$ cat config.mk
export PLATFORM = sky130hd
export DESIGN_NAME = umi_memtest
export DESIGN_NICKNAME = d
export VERILOG_FILES = /design/src/rtl/umi_memtest.sv
export SDC_FILE = /design/constraint.sdc
export NUM_CORES = 1
export LEC_CHECK = 0
export CELL_PAD_IN_SITES_DETAIL_PLACEMENT = 0
export CELL_PAD_IN_SITES_GLOBAL_PLACEMENT = 1
export CORE_MARGIN = 10
export CORE_UTILIZATION = 23
export DETAILED_ROUTE_END_ITERATION = 12
export PLACE_DENSITY_LB_ADDON = 0.2
export SLEW_MARGIN = 5
export SYNTH_ARGS = -nofsm -noshare
export SYNTH_HDL_FRONTEND = slang
export SYNTH_SLANG_ARGS = --single-unit
export TNS_END_PERCENT = 30
$ cat constraint.sdc
create_clock -name clk -period 6.37 [get_ports clk]
set_clock_uncertainty 0.2 [all_clocks]
set_input_delay 0.9555 -clock clk [delete_from_list [all_inputs] [get_ports clk]]
set_output_delay 0.9555 -clock clk [all_outputs]
set_load 0.005 [all_outputs]
$ cat src/rtl/umi_memtest.sv
// UMI memory self-test: writes a seeded pattern to NUM_WORDS words, reads each back and checks it.
// Optional response watchdog is enabled by defining UMI_MEMTEST_TIMEOUT_EN.
`timescale 1ns/1ps
module umi_memtest #(
   parameter int unsigned ADDR_WIDTH     = 8,
   parameter int unsigned DATA_WIDTH     = 32,
   parameter int unsigned NUM_WORDS      = 16,
   parameter logic [63:0] SRC_ADDR       = 64'h0000_0000_CAFE_0000,
   parameter logic [31:0] SEED           = 32'h0000_0001,
   parameter int unsigned TIMEOUT_CYCLES = 1024
) (
   input  logic                  clk,
   input  logic                  rst,
   input  logic                  start,
   input  logic [ADDR_WIDTH-1:0] base_addr,
   output logic [255:0]          umi_tx_packet,
   output logic                  umi_tx_valid,
   input  logic                  umi_tx_ready,
   input  logic [255:0]          umi_rx_packet,
   input  logic                  umi_rx_valid,
   output logic                  umi_rx_ready,
   output logic                  busy,
   output logic                  done,
   output logic                  pass,
   output logic [15:0]           err_count,
   output logic [ADDR_WIDTH-1:0] first_err_addr,
   output logic                  timeout
);

   // state   | meaning
   // IDLE    | waiting for start after reset
   // WRITE   | posting pattern word index to addr(index)
   // RD_REQ  | issuing read request for addr(index)
   // RD_WAIT | one read outstanding, accepting its response
   // DONE    | run complete, results held until next start

   // Packet layout: cmd[31:0] = {burst[27:20], options[19:12], size[11:8], opcode[7:0]},
   // dstaddr[95:32], srcaddr[159:96], data[255:160].
   localparam int unsigned DF_W = (DATA_WIDTH > 96) ? 96 : DATA_WIDTH;
   localparam logic [95:0] DATA_MASK = (96'(1) << DF_W) - 96'(1);
   localparam logic [7:0]  OP_WRITE_POSTED   = 8'h01;
   localparam logic [7:0]  OP_READ_REQUEST   = 8'h08;
   localparam logic [7:0]  OP_WRITE_RESPONSE = 8'h09;
   localparam logic [3:0]  CMD_SIZE = 4'($clog2(DATA_WIDTH / 8));
   localparam logic [ADDR_WIDTH-1:0] LAST_IDX = ADDR_WIDTH'(NUM_WORDS - 1);

   typedef enum logic [2:0] {IDLE, WRITE, RD_REQ, RD_WAIT, DONE} state_t;

   state_t                state, state_nx;
   logic [ADDR_WIDTH-1:0] index, base_q, addr_cur;
   logic                  tx_valid_c, rx_ready_c;
   logic                  run_start, idx_inc, idx_clr, rsp_take, tmr_load, to_fire;
   logic                  tmr_expired, last_idx, rsp_err;

   function automatic logic [95:0] pattern(input logic [ADDR_WIDTH-1:0] i);
      logic [31:0] p;
      logic [95:0] r;
      p = SEED ^ (32'(i) * 32'h9E37_79B9);
      r = '0;
      for (int b = 0; b < int'(DF_W); b++) r[b] = p[b % 32];
      return r;
   endfunction

   function automatic logic [255:0] pack(input logic [7:0] op, input logic [63:0] dst,
                                         input logic [95:0] data);
      logic [255:0] p;
      p          = '0;
      p[7:0]     = op;
      p[11:8]    = CMD_SIZE;
      p[95:32]   = dst;
      p[159:96]  = SRC_ADDR;
      p[255:160] = data;
      return p;
   endfunction

   assign addr_cur = base_q + index;
   assign last_idx = (index == LAST_IDX);

   assign rsp_err = (umi_rx_packet[7:0] != OP_WRITE_RESPONSE) ||
                    (umi_rx_packet[95:32] != SRC_ADDR) ||
                    (((umi_rx_packet[255:160] ^ pattern(index)) & DATA_MASK) != 96'd0);

   always_ff @(posedge clk) begin
      if (rst) state <= IDLE;
      else     state <= state_nx;
   end

   always_comb begin
      state_nx   = state;
      tx_valid_c = 1'b0;
      rx_ready_c = 1'b0;
      run_start  = 1'b0;
      idx_inc    = 1'b0;
      idx_clr    = 1'b0;
      rsp_take   = 1'b0;
      tmr_load   = 1'b0;
      to_fire    = 1'b0;
      case (state)
         IDLE, DONE: begin
            if (start) begin
               state_nx  = WRITE;
               run_start = 1'b1;
            end
         end
         WRITE: begin
            tx_valid_c = 1'b1;
            if (umi_tx_ready) begin
               if (last_idx) begin
                  state_nx = RD_REQ;
                  idx_clr  = 1'b1;
               end else begin
                  idx_inc = 1'b1;
               end
            end
         end
         RD_REQ: begin
            tx_valid_c = 1'b1;
            if (umi_tx_ready) begin
               state_nx = RD_WAIT;
               tmr_load = 1'b1;
            end
         end
         RD_WAIT: begin
            rx_ready_c = 1'b1;
            // a response landing on the expiry cycle still counts
            if (umi_rx_valid) begin
               rsp_take = 1'b1;
               if (last_idx) begin
                  state_nx = DONE;
               end else begin
                  state_nx = RD_REQ;
                  idx_inc  = 1'b1;
               end
            end else if (tmr_expired) begin
               to_fire  = 1'b1;
               state_nx = DONE;
            end
         end
         default: state_nx = IDLE;
      endcase
   end

   always_ff @(posedge clk) begin
      if (rst) begin
         index          <= '0;
         base_q         <= '0;
         err_count      <= '0;
         first_err_addr <= '0;
      end else begin
         if (run_start) begin
            index          <= '0;
            base_q         <= base_addr;
            err_count      <= '0;
            first_err_addr <= '0;
         end else if (idx_clr) begin
            index <= '0;
         end else if (idx_inc) begin
            index <= index + 1'b1;
         end
         if (rsp_take && rsp_err) begin
            if (err_count != 16'hFFFF) err_count <= err_count + 16'd1;
            if (err_count == 16'd0)    first_err_addr <= addr_cur;
         end
      end
   end

`ifdef UMI_MEMTEST_TIMEOUT_EN
   localparam int unsigned TMR_W = $clog2(TIMEOUT_CYCLES + 1);
   logic [TMR_W-1:0] tmr;
   logic             timeout_q;

   always_ff @(posedge clk) begin
      if (rst) begin
         tmr       <= '0;
         timeout_q <= 1'b0;
      end else begin
         if (tmr_load)                              tmr <= TMR_W'(TIMEOUT_CYCLES - 1);
         else if (state == RD_WAIT && tmr != '0)    tmr <= tmr - 1'b1;
         if (run_start)    timeout_q <= 1'b0;
         else if (to_fire) timeout_q <= 1'b1;
      end
   end

   assign tmr_expired = (tmr == '0);
   assign timeout     = timeout_q;
`else
   localparam int unsigned unused_timeout_cycles = TIMEOUT_CYCLES;
   logic unused_tmr;
   assign unused_tmr  = tmr_load ^ to_fire;
   assign tmr_expired = 1'b0;
   assign timeout     = 1'b0;
`endif

   assign umi_tx_valid  = tx_valid_c;
   assign umi_rx_ready  = rx_ready_c;
   assign umi_tx_packet = (state == WRITE)  ? pack(OP_WRITE_POSTED, 64'(addr_cur), pattern(index)) :
                          (state == RD_REQ) ? pack(OP_READ_REQUEST, 64'(addr_cur), 96'd0) :
                                              256'd0;
   assign busy = (state == WRITE) || (state == RD_REQ) || (state == RD_WAIT);
   assign done = (state == DONE);
   assign pass = (state == DONE) && (err_count == 16'd0) && !timeout;

endmodule

==> results.cfg <==
[run_status]
outcome = completed

[logic_synthesis]
synth_warnings = 0
synth-async-reset-ratio_pct = 0
synthCells = 1086
ys_seq_area_share_pct = 9.86
syn_avg_cell_area_sq_um = 8.04
ys_types = 73
synth-edff-count = 0
ys.flop_type = dfxtp_1
synthesis.area_sq_mm = 0.00873
ys_seq_elements = 43

[die]
initial_utilization_pct = 23.2
core_sq_mm = 0.0376
rows = 71
dieWidth_um = 215
die_y_um = 215
ios = 555
dieArea_sq_mm = 0.0462

[route]
drt_iter0_markers = 329
ant_nets = 0
wire_per_inst_um = 17.4
vias = 7782
avgViaCountPerCell = 4.20
firstDrtPassIters = 6
wl_um = 32300
drc = 0

[global_route]
met2_usage_pct = 22.3
busiest_layer = met2
grt_pass1_vias = 8198
grt_pass1_wl_um = 49000
grt_usage_pct = 13.2
use_met3_pct = 2.28
grt_max_degree = 38
antenna_found_initial = 2
grt_overflow = 0
grt_use_met1_pct = 18.0

[placed_design]
gp_congestion = 0.847
dp_hpwl_um = 27900
port_buffers = 199
place_area_sq_mm = 0.0110

[finish]
fill_cells = 4125
postLayoutCellArea_sq_mm = 0.0116
fin_nets = 1742
layout-drive-gt1-share_pct = 14.2
synthToLayoutAreaGrowth_pct = 32.4
final_cell_mix = 203 x conb_1, 192 x clkdlybuf4s50_1, 92 x buf_4
final_common_cell = conb_1

[sta]
setup_viol = 0
clock.fmax_mhz = 162
drv_slew = 0
post-route-period-util_pct = 96.6
worst_pin_slew_ps = 1070
min_period_ps = 6150
rsz0062_at_grt = true
tns_ps = 0
relSlewSlack_pct = 28.1
hold_viol = 0

[pwr]
ir_drop_uv = 85.2
power_mw = 0.936
pwr_density_cell_mw_per_mm2 = 81.0
cellLeakagePower_nw = 5.14

[worst_setup_path]
startpoint_type = register
required_ps = 5210
crit_type = register to primary output
end_kind = primary output
cp_max_fo = 6
cp.arrival_ps = 5000

[clocking]
insertion_delay_ps = 290
clock-root-buffer = clkbuf_16
cts_tree = done
cts_max_level = 2
cts_sinks = 43
cts.hold.buffers_added = 0
numCtsBuffers = 5
cts.clk_slew.worst_paths_ps = 70
clk_path_buf_depth = 2

[worst_hold_path]
min_path_type = register to register

[flow_run]
maxCapViolCount = 0
metrics by stage:
stage / instances / hold slack [ps] / setup WS, ps / util (%)
after floorplan: 1288 / 240 / 184 / -
after global placement: 1836 / 250 / -153 / 29.4
after detailed placement: 1836 / 254 / -161 / 29.4
after CTS: 1849 / 264 / 0.524 / 30.1
after global routing: 1852 / 283 / -55.5 / 30.7
final: 1853 / 261 / 216 / 30.8
worst paths after layout:
path                            startpoint  slack, ps                 end  cells past startpoint
worst max-delay path              index[5]        220  umi_tx_packet[188]                     17
worst min-delay path             base_q[5]        260           base_q[5]                      2
worst max register to register    index[6]        220   first_err_addr[3]                     23
worst min register to register   base_q[5]        260           base_q[5]                      2
final cells by class:
class,count,area [sq um],share of cell area (%)
multi-input cells,899,6760,58.5
repair buffers,297,2780,24.0
flip-flops and latches,43,876,7.58
well taps,511,639,5.53
inverters,94,353,3.05
clock buffers,5,125,1.08
clock inverters,3,25.0,0.217
diodes,1,2.50,0.0217
cell families (layout without fill, tap and decap cells):
group,after synthesis,after routing,share of synthesized area (%)
AO/OA/AOI/OAI,160,160,12.5
adder cells (fa/ha/maj),133,133,24.5
multiplexers,10,10,1.25
flip-flops,43,43,9.86
AND/OR/NAND/NOR,320,320,19.1
buffers and inverters,346,399,24.5
other,1,204,0.0429
XOR/XNOR,73,73,8.30
metal layers:
metal / vias to the layer above / share of wire [%]
li1: 3777 / -
met1: 3725 / 48
met2: 265 / 48
met3: 11 / 4.4
met4: 4 / 0.29
met5: - / 0.065
critical path: stages, from the launching register on:
cell and delay, ps:
dfxtp_2 340, fa_2 610, inv_1 60, fa_1 500, inv_2 70, fa_1 540
inv_1 60, fa_1 490, inv_1 40, ha_1 310, nand2_1 80, buf_4 150
or4b_2 640, o311ai_2 120, xnor2_1 220, buf_4 160, nor2_1 30, dlygate4sd2_1 270
repair_timing:
item / in CTS / in global routing
resized for setup: 30 / 52
pin swaps: 12 / 11
buffers inserted: 5 / 3
endpoints found under the setup margin: 13 / 36
where the power goes:
part           total, mW  switching, mW  internal [mW]
clock network      0.271          0.124          0.147
registers          0.279        0.00582          0.273
logic              0.386          0.198          0.187
total              0.936          0.328          0.608
synth_stat cells (4+ instances only):
cell type / instances / area, sq um
a211oi_1: 8 / 60.1
a21o_1: 6 / 45.0
a21oi_1: 46 / 230
a21oi_2: 8 / 70.1
a31oi_1: 6 / 37.5
and2_1: 13 / 81.3
and3_1: 6 / 37.5
buf_2: 10 / 50.1
buf_4: 215 / 1610
clkbuf_1: 23 / 86.3
dfxtp_1: 43 / 861
fa_1: 63 / 1260
ha_1: 70 / 876
inv_1: 94 / 353
mux2_2: 7 / 78.8
nand2_1: 60 / 225
nand2b_1: 7 / 43.8
nand3_1: 32 / 160
nand4_1: 33 / 206
nor2_1: 90 / 338
nor2b_1: 8 / 50.1
nor3_1: 16 / 80.1
nor3b_1: 9 / 67.6
nor4_1: 15 / 93.8
nor4b_1: 10 / 87.6
o211ai_1: 17 / 128
o21ai_0: 21 / 105
o21ai_1: 4 / 20.0
o21bai_1: 7 / 52.6
o22ai_1: 4 / 25.0
o311ai_0: 4 / 35.0
or3_1: 6 / 37.5
xnor2_1: 49 / 429
xnor3_1: 4 / 90.1
xor2_1: 18 / 158
state kept, by name, indices dropped and copies added (netlist names):
signal,count
base_q,8
err_count,16
first_err_addr,8
index,8
state,3
(Power assumes the default switching activity.)
